<file path="src/rtl/uart_rx_param.sv">
// Parameterisable UART receiver: 2-flop synchroniser, mid-bit sampling, optional parity,
// one or two stop bits, single-cycle result strobe with error qualifiers.
module uart_rx_param #(
  parameter int CLKS_PER_BIT = 2605,
  parameter int DATA_BITS    = 8,
  parameter int PARITY       = 0,
  parameter int STOP_BITS    = 1
) (
  input  logic                 clock,
  input  logic                 reset,
  input  logic                 input_stream,
  output logic [DATA_BITS-1:0] output_stream,
  output logic                 rx_valid,
  output logic                 parity_error,
  output logic                 frame_error,
  output logic                 busy
);

  localparam int              CW        = $clog2(CLKS_PER_BIT);
  localparam logic [CW-1:0]   MID       = CW'((CLKS_PER_BIT - 1) / 2);
  localparam logic [CW-1:0]   LAST      = CW'(CLKS_PER_BIT - 1);
  localparam logic [3:0]      LAST_BIT  = 4'(DATA_BITS - 1);
  localparam logic            LAST_STOP = 1'(STOP_BITS - 1);
  localparam logic            ODD       = (PARITY == 2);

  typedef enum logic [2:0] {
    ST_IDLE,
    ST_START,
    ST_DATA,
    ST_PARITY,
    ST_STOP
  } state_t;

  state_t                 state;
  logic [1:0]             sync;
  logic                   rxs;
  logic [CW-1:0]          cnt;
  logic [3:0]             bit_idx;
  logic                   stop_idx;
  logic [DATA_BITS-1:0]   shift;
  logic                   par_err;
  logic                   frm_err;
  logic                   armed;

  assign rxs = sync[1];

  always_ff @(posedge clock) begin
    if (reset) begin
      sync          <= '1;
      state         <= ST_IDLE;
      cnt           <= '0;
      bit_idx       <= '0;
      stop_idx      <= 1'b0;
      shift         <= '0;
      par_err       <= 1'b0;
      frm_err       <= 1'b0;
      armed         <= 1'b1;
      output_stream <= '0;
      rx_valid      <= 1'b0;
      parity_error  <= 1'b0;
      frame_error   <= 1'b0;
      busy          <= 1'b0;
    end else begin
      sync         <= {sync[0], input_stream};
      rx_valid     <= 1'b0;
      parity_error <= 1'b0;
      frame_error  <= 1'b0;

      case (state)
        ST_IDLE: begin
          // After a framing error the line must be seen high before re-arming (break handling).
          if (!armed) begin
            armed <= rxs;
          end else if (!rxs) begin
            state <= ST_START;
            cnt   <= '0;
            busy  <= 1'b1;
          end
        end

        ST_START: begin
          if (cnt == MID) begin
            cnt <= '0;
            if (!rxs) begin
              state   <= ST_DATA;
              bit_idx <= '0;
              par_err <= 1'b0;
              frm_err <= 1'b0;
            end else begin
              state <= ST_IDLE;
              busy  <= 1'b0;
            end
          end else begin
            cnt <= cnt + CW'(1);
          end
        end

        ST_DATA: begin
          if (cnt == LAST) begin
            cnt   <= '0;
            shift <= {rxs, shift[DATA_BITS-1:1]};
            if (bit_idx == LAST_BIT) begin
              bit_idx  <= '0;
              stop_idx <= 1'b0;
              state    <= (PARITY != 0) ? ST_PARITY : ST_STOP;
            end else begin
              bit_idx <= bit_idx + 4'd1;
            end
          end else begin
            cnt <= cnt + CW'(1);
          end
        end

        ST_PARITY: begin
          if (cnt == LAST) begin
            cnt     <= '0;
            par_err <= ((^shift) ^ rxs) != ODD;
            state   <= ST_STOP;
          end else begin
            cnt <= cnt + CW'(1);
          end
        end

        ST_STOP: begin
          if (cnt == LAST) begin
            cnt <= '0;
            if (stop_idx == LAST_STOP) begin
              state         <= ST_IDLE;
              busy          <= 1'b0;
              output_stream <= shift;
              rx_valid      <= 1'b1;
              parity_error  <= par_err;
              frame_error   <= frm_err | ~rxs;
              armed         <= ~(frm_err | ~rxs);
            end else begin
              stop_idx <= 1'b1;
              frm_err  <= frm_err | ~rxs;
            end
          end else begin
            cnt <= cnt + CW'(1);
          end
        end

        default: begin
          state <= ST_IDLE;
          busy  <= 1'b0;
        end
      endcase
    end
  end

endmodule

</file>
<file path="config.mk">
export PLATFORM = sky130hd
export DESIGN_NAME = uart_rx_param
export DESIGN_NICKNAME = d
export VERILOG_FILES = /design/src/rtl/uart_rx_param.sv
export SDC_FILE = /design/constraint.sdc
export NUM_CORES = 1
export LEC_CHECK = 0
export BUFFER_PORTS_ARGS = -buffer_cell sky130_fd_sc_hd__buf_2
export CAP_MARGIN = 15
export CORE_AREA = 2 2 71 73
export DETAILED_ROUTE_END_ITERATION = 8
export DIE_AREA = 0 0 73 75
export GPL_TIMING_DRIVEN = 0
export PLACE_DENSITY = 0.63
export SLEW_MARGIN = 20
export SYNTH_ARGS = -nofsm -noshare
export SYNTH_HDL_FRONTEND = slang
export SYNTH_SLANG_ARGS = --single-unit
</file>
<file path="constraint.sdc">
create_clock -name clock -period 2.2 [get_ports clock]
set_input_delay 0.44 -clock clock [delete_from_list [all_inputs] [get_ports clock]]
set_output_delay 0.44 -clock clock [all_outputs]
set_load 0.05 [all_outputs]
</file>
# ---- Word level (Yosys, flattened, before mapping)
# Cells that the tools add are included.
dict set report word_totals {
  reg_bits 45
  word_cells 108
}
dict set report classes {
  addsub 2
  n_eq_ne 18
  n_mux 44
  bitwise_logic 8
  n_reduce_logical 22
}
# op n
set op_table {}
lappend op_table {{two-way mux 12 bit} 4}
lappend op_table {{one-hot mux 12 bit (3 select lines)} 1}
lappend op_table {{two-way mux 3 bit} 8}
lappend op_table {{inequality test 2 bit (second input constant)} 11}
lappend op_table {{two-way mux 1 bit} 19}
lappend op_table {{two-way mux 4 bit} 4}
lappend op_table {{one-hot mux 3 bit (5 select lines)} 1}
lappend op_table {{adder 12 x 1 -> 12 bit (second input constant)} 1}
lappend op_table {{equality test 12 x 11 -> 1 bit (second input constant)} 1}
lappend op_table {{equality test 12 bit (second input constant)} 1}
lappend op_table {{AND reduction 4 bit} 3}
lappend op_table {{nonzero test 2 bit} 5}
lappend op_table {{AND reduction 3 bit} 3}
lappend op_table {{one-hot mux 1 bit (2 select lines)} 4}
lappend op_table {{one-hot mux 4 bit (2 select lines)} 1}
lappend op_table {{AND reduction 8 bit} 1}
lappend op_table {{parity 8 bit} 1}
lappend op_table {{AND reduction 7 bit} 1}
lappend op_table {{equality test 3 x 2 -> 1 bit (second input constant)} 2}
lappend op_table {{inverter 1 bit} 6}
lappend op_table {{OR reduction 3 bit} 2}
lappend op_table {{AND reduction 5 bit} 1}
lappend op_table {{adder 4 x 1 -> 4 bit (second input constant)} 1}
lappend op_table {{equality test 4 x 3 -> 1 bit (second input constant)} 1}
lappend op_table {{11 further kinds} 11}

# ---- Logic depth before layout (Yosys ltp)
dict set report depth {
  depth_word 6
  ltp_mapped 8
  mapped_depth_nobuf 7
}

# ---- Worst setup path after synthesis
# No wires, ideal clock.
dict set report synth_timing {
  kind {reg2reg}
  start {reg cnt[6]}
  end {reg bit_idx[0]}
  setup_time_ns 0.071
  arrival_time_ns 1.848
  required_time_ns 2.129
  slack_ns 0.281
  stages_incl_launch_ff 7
  n_path_buf 1
  cell_sequence {dfxtp_1 -> buf_6 -> or3b_4 -> nor4_4 -> o21ai_2 -> or3_1 -> a21oi_1}
}
dict set report synth_via {
  elab_chain_len 3
}
# element line_no
set synth_rtl {}
lappend synth_rtl {{from (decl)} 37} ;# logic [CW-1:0] cnt;
lappend synth_rtl {{from (signal assigned)} 94} ;# cnt <= cnt + CW'(1);
lappend synth_rtl {{from (signal assigned)} 110} ;# cnt <= cnt + CW'(1);
lappend synth_rtl {{from (signal assigned)} 120} ;# cnt <= cnt + CW'(1);
lappend synth_rtl {{equality test 12 bit / equality test 12 x 11 -> 1 bit (equally long branches)} {99, 82}}
lappend synth_rtl {{inequality test 2 bit (no source line)} n/a}
lappend synth_rtl {{AND reduction 4 bit (no source line) *} n/a}
lappend synth_rtl {{to (signal assigned)} 107} ;# bit_idx <= bit_idx + 4'd1;
lappend synth_rtl {{to (decl)} 38} ;# logic [3:0] bit_idx;
# Every way passes the cells marked *; elsewhere a longest branch is shown, timed or not.
# A chain may end at the register's enable or synchronous reset.

# ---- Final worst setup path
dict set report layout_timing {
  start {reg state[2]}
  end {reg bit_idx[0]}
}
dict set report layout_via {
  elab_chain_len 3
}
# element line_no
set layout_rtl {}
lappend layout_rtl {{from (decl)} 34} ;# state_t state;
lappend layout_rtl {{from (signal assigned)} 105} ;# state <= (PARITY != 0) ? ST_PARITY : ST_STOP;
lappend layout_rtl {{equality test 3 x 1 -> 1 bit / equality test 3 x 2 -> 1 bit (equally long branches)} 69} ;# case (state)
lappend layout_rtl {{inequality test 2 bit (no source line) / nonzero test 2 bit (equally long branches)} n/a}
lappend layout_rtl {{AND reduction 4 bit (no source line)} n/a}
# Parallel ways exist; a longest one is shown, timed or not.

==> flow_summary_export.csv <==
group,metric,value,unit
routing,routed_wl,4068,µm
yosys,synthMuxAreaShare,5.474,%
timing,rsz0062_at_grt,"false",
place,io_buffers,14,
yosys,synth_area_leaders,"dfxtp_1, nor2_1, nand2_1",
yosys,post_synth.cell_area_avg,9.042,µm²
place,place_congestion,0.7846,
run_status,outcome,"complete, no violations",
yosys,syn_inst,225,
yosys,yosys.area_share.simple,25.46,%
critical_path,crit_fanout,10,
critical_path,critPathRequiredTime,2.44,ns
routing,detail_route.wl_per_cell,13.47,µm
timing,slew_headroom,42.82,%
die,rows,25,
die,ios,15,
routing,drc,0,
finish,fin_util,49.40,%
min_path,hold_path_class,"in -> reg",
clock_network,cts_root_buffer,"clkbuf_8",
clock_network,cts_tree,"yes",
finish,final_cell_mix,"dfxtp_1, nor2_1, nand2_1",
run,drv_cap,0,
finish,syn_to_final_growth,13.16,%
grt,grt_pass1_wl,6906,µm
clock_network,cts_max_path_buffers,2,
yosys,syn_area,2034,µm²
routing,via_per_inst,5.358,
yosys,synth_compound_area_share,12.12,%
clock_network,clk_pin_slew_worst_paths,0.09,ns
grt,grt_remaining_overflow,0,
yosys,synth_seq_cells,44,
timing,setup_ws,0.1988,ns
die,fp.dieW,73,µm
routing,drtPass1Iterations,4,
place,place_ws,0.0008480,ns
yosys,seq_area_frac_synth,43.30,%
yosys,synth_nets,232,
timing,fin_crit_sh,90.96,%
routing,wl_met1,1985,µm
finish,final_common_cell,"dfxtp_1",
place,post-place-cells,293,
grt,antenna_found_initial,0,
clock_network,cts-buffers-inserted,5,
yosys,post_synth_fa_ha_maj_area_fraction,2.460,%
die,core_area,4661,µm²
clock_network,cts_max_level,2,
finish,diodes,0,
finish,drive_gt1_share,16.53,%
timing,finalCriticalPeriod,2.001,ns
timing,finClkSkew,0.005978,ns
die,start_util,43.65,%
finish,instances_no_fill,302,
timing,slew_viol_final,0,
timing,setup_viol,0,
routing,drt_iter0_drc,78,
finish,fin_nets,254,
yosys,yosys_warnings,0,
clock_network,cts.sink_count,44,
die,die-area,5475,µm²
pwr,p_per_area,660.3,nW/µm²
yosys,synth_top_area_share,43.30,%
pwr,ir_drop,0.0003587,V
routing,highest_layer,"met4",
critical_path,critPathLaunchType,"flop",
routing,ant_nets,0,
yosys,synth_top_family_by_area,"simple AND/OR/NAND/NOR gates",
finish,fillers,437,
timing,hold_violations,0,
grt,grt_usage,16.38,%
grt,grt_max_degree,16,
yosys,synth_top_area_cell,"dfxtp_1",
critical_path,end_kind,"flop",
critical_path,crit_arrival,2.24,ns
yosys,synth_ff_type,"dfxtp_1",
routing,wl_met3,157,µm
timing,fin_setup_tns,0,ns
timing,fmax,499.7,MHz
routing,dr_wl_met2,1878,µm
pwr,p_leak,0.0009355,µW
timing,tightest_slew,0.8511,ns
routing,vias,1618,
yosys,ys_types,48,
clock_network,clk_latency,0.30,ns
place,hpwl,2824,µm
grt,grt_pass1_vias,1441,
yosys,synth-xor-area-share,7.565,%
critical_path,crit_type,"reg -> reg",
die,dieHeight,75,µm
yosys,synthArstFlopShare,0,%
yosys,synth_edf_count,0,
==> stage by stage <==
stage | power (µW) | cell area (µm²) | hold slack, ns
after floorplan | 873.7 | 2034 | 0.3895
after global placement | 892.9 | 2172 | 0.3963
after detailed placement | 893.4 | 2172 | 0.3998
after CTS | 1535 | 2296 | 0.3093
after global routing | 1570 | 2302 | 0.3031
final | 1520 | 2302 | 0.3122
==> layer usage <==
metal  up-vias  GRT usage, %
met4         0         6.173
met1       766         22.37
li1        816             -
met3         4         3.614
met2        32         25.43
met5         -             0
==> registers in the layout, indices dropped and copies added, names as in the netlist <==
register	count
cnt	12
parity_error	1
sync	2
state	3
shift	8
frame_error	1
bit_idx	4
frm_err	1
armed	1
busy	1
output_stream	8
rx_valid	1
par_err	1
==> worst max-delay path: stages (launching register included) <==
cell	delay [ns]
dfxtp_1	0.31
buf_2	0.17
or3b_2	0.53
nor4_4	0.32
o21ai_2	0.14
or3_1	0.32
a21oi_1	0.14
==> cells by family after synthesis <==
kind of cell             Yosys count
buffers and inverters             15
flip-flops                        44
AO/OA/AOI/OAI                     36
multiplexers                      11
AND/OR/NAND/NOR                   99
XOR/XNOR                          16
adder cells (fa/ha/maj)            4
==> cells in the mapped netlist, drive strengths merged, types with 2 or more instances <==
master	count
and3	2
a22oi	3
o21ai	5
xnor2	5
nand4	4
or3	2
nand2	27
nor4bb	2
dfxtp	44
inv	4
nor2b	4
or3b	3
mux2i	10
nand2b	2
buf	6
ha	4
or2	2
clkbuf	5
nand3	6
nor3	4
nand4b	2
nor3b	2
xor2	10
and2	3
nor2	30
a21oi	17
o21a	2
==> worst paths after layout <==
kind | startpoint | to | slack, ns | cells after the start
max | state[2] | bit_idx[0] | 0.20 | 6
min | input_stream | sync[0] | 0.31 | 2
max reg2reg | state[2] | bit_idx[0] | 0.20 | 6
min reg2reg | sync[0] | sync[1] | 0.42 | 1
==> report_power, final <==
part / total (µW) / internal (µW) / leakage [µW] / switching [µW]
combinational: 70.2 / 23.9 / 0.000522 / 46.3
sequential: 804 / 801 / 0.000355 / 3.06
clock: 646 / 342 / 0.0000583 / 304
total: 1520 / 1170 / 0.000936 / 353
==> area by class of cell <==
type                    instances  area, µm²  area share (%)
multi-input cells             166       1086           47.17
flip-flops and latches         44      880.8           38.26
repair buffers                 15      77.57           3.370
clock buffers                   5      68.82           2.989
well taps                      54      67.56           2.935
plain buffers                  11      58.81           2.554
clock inverters                 3      47.55           2.065
inverters                       4      15.01          0.6522
==> timing repair <==
action | CTS | global route
hold buffers | 0 | 0
buffers inserted | 1 | 0
pin swaps | 1 | 0
setup endpoints to repair | 1 | 19
resized for setup | 0 | 1
(Power assumes the default switching activity.)
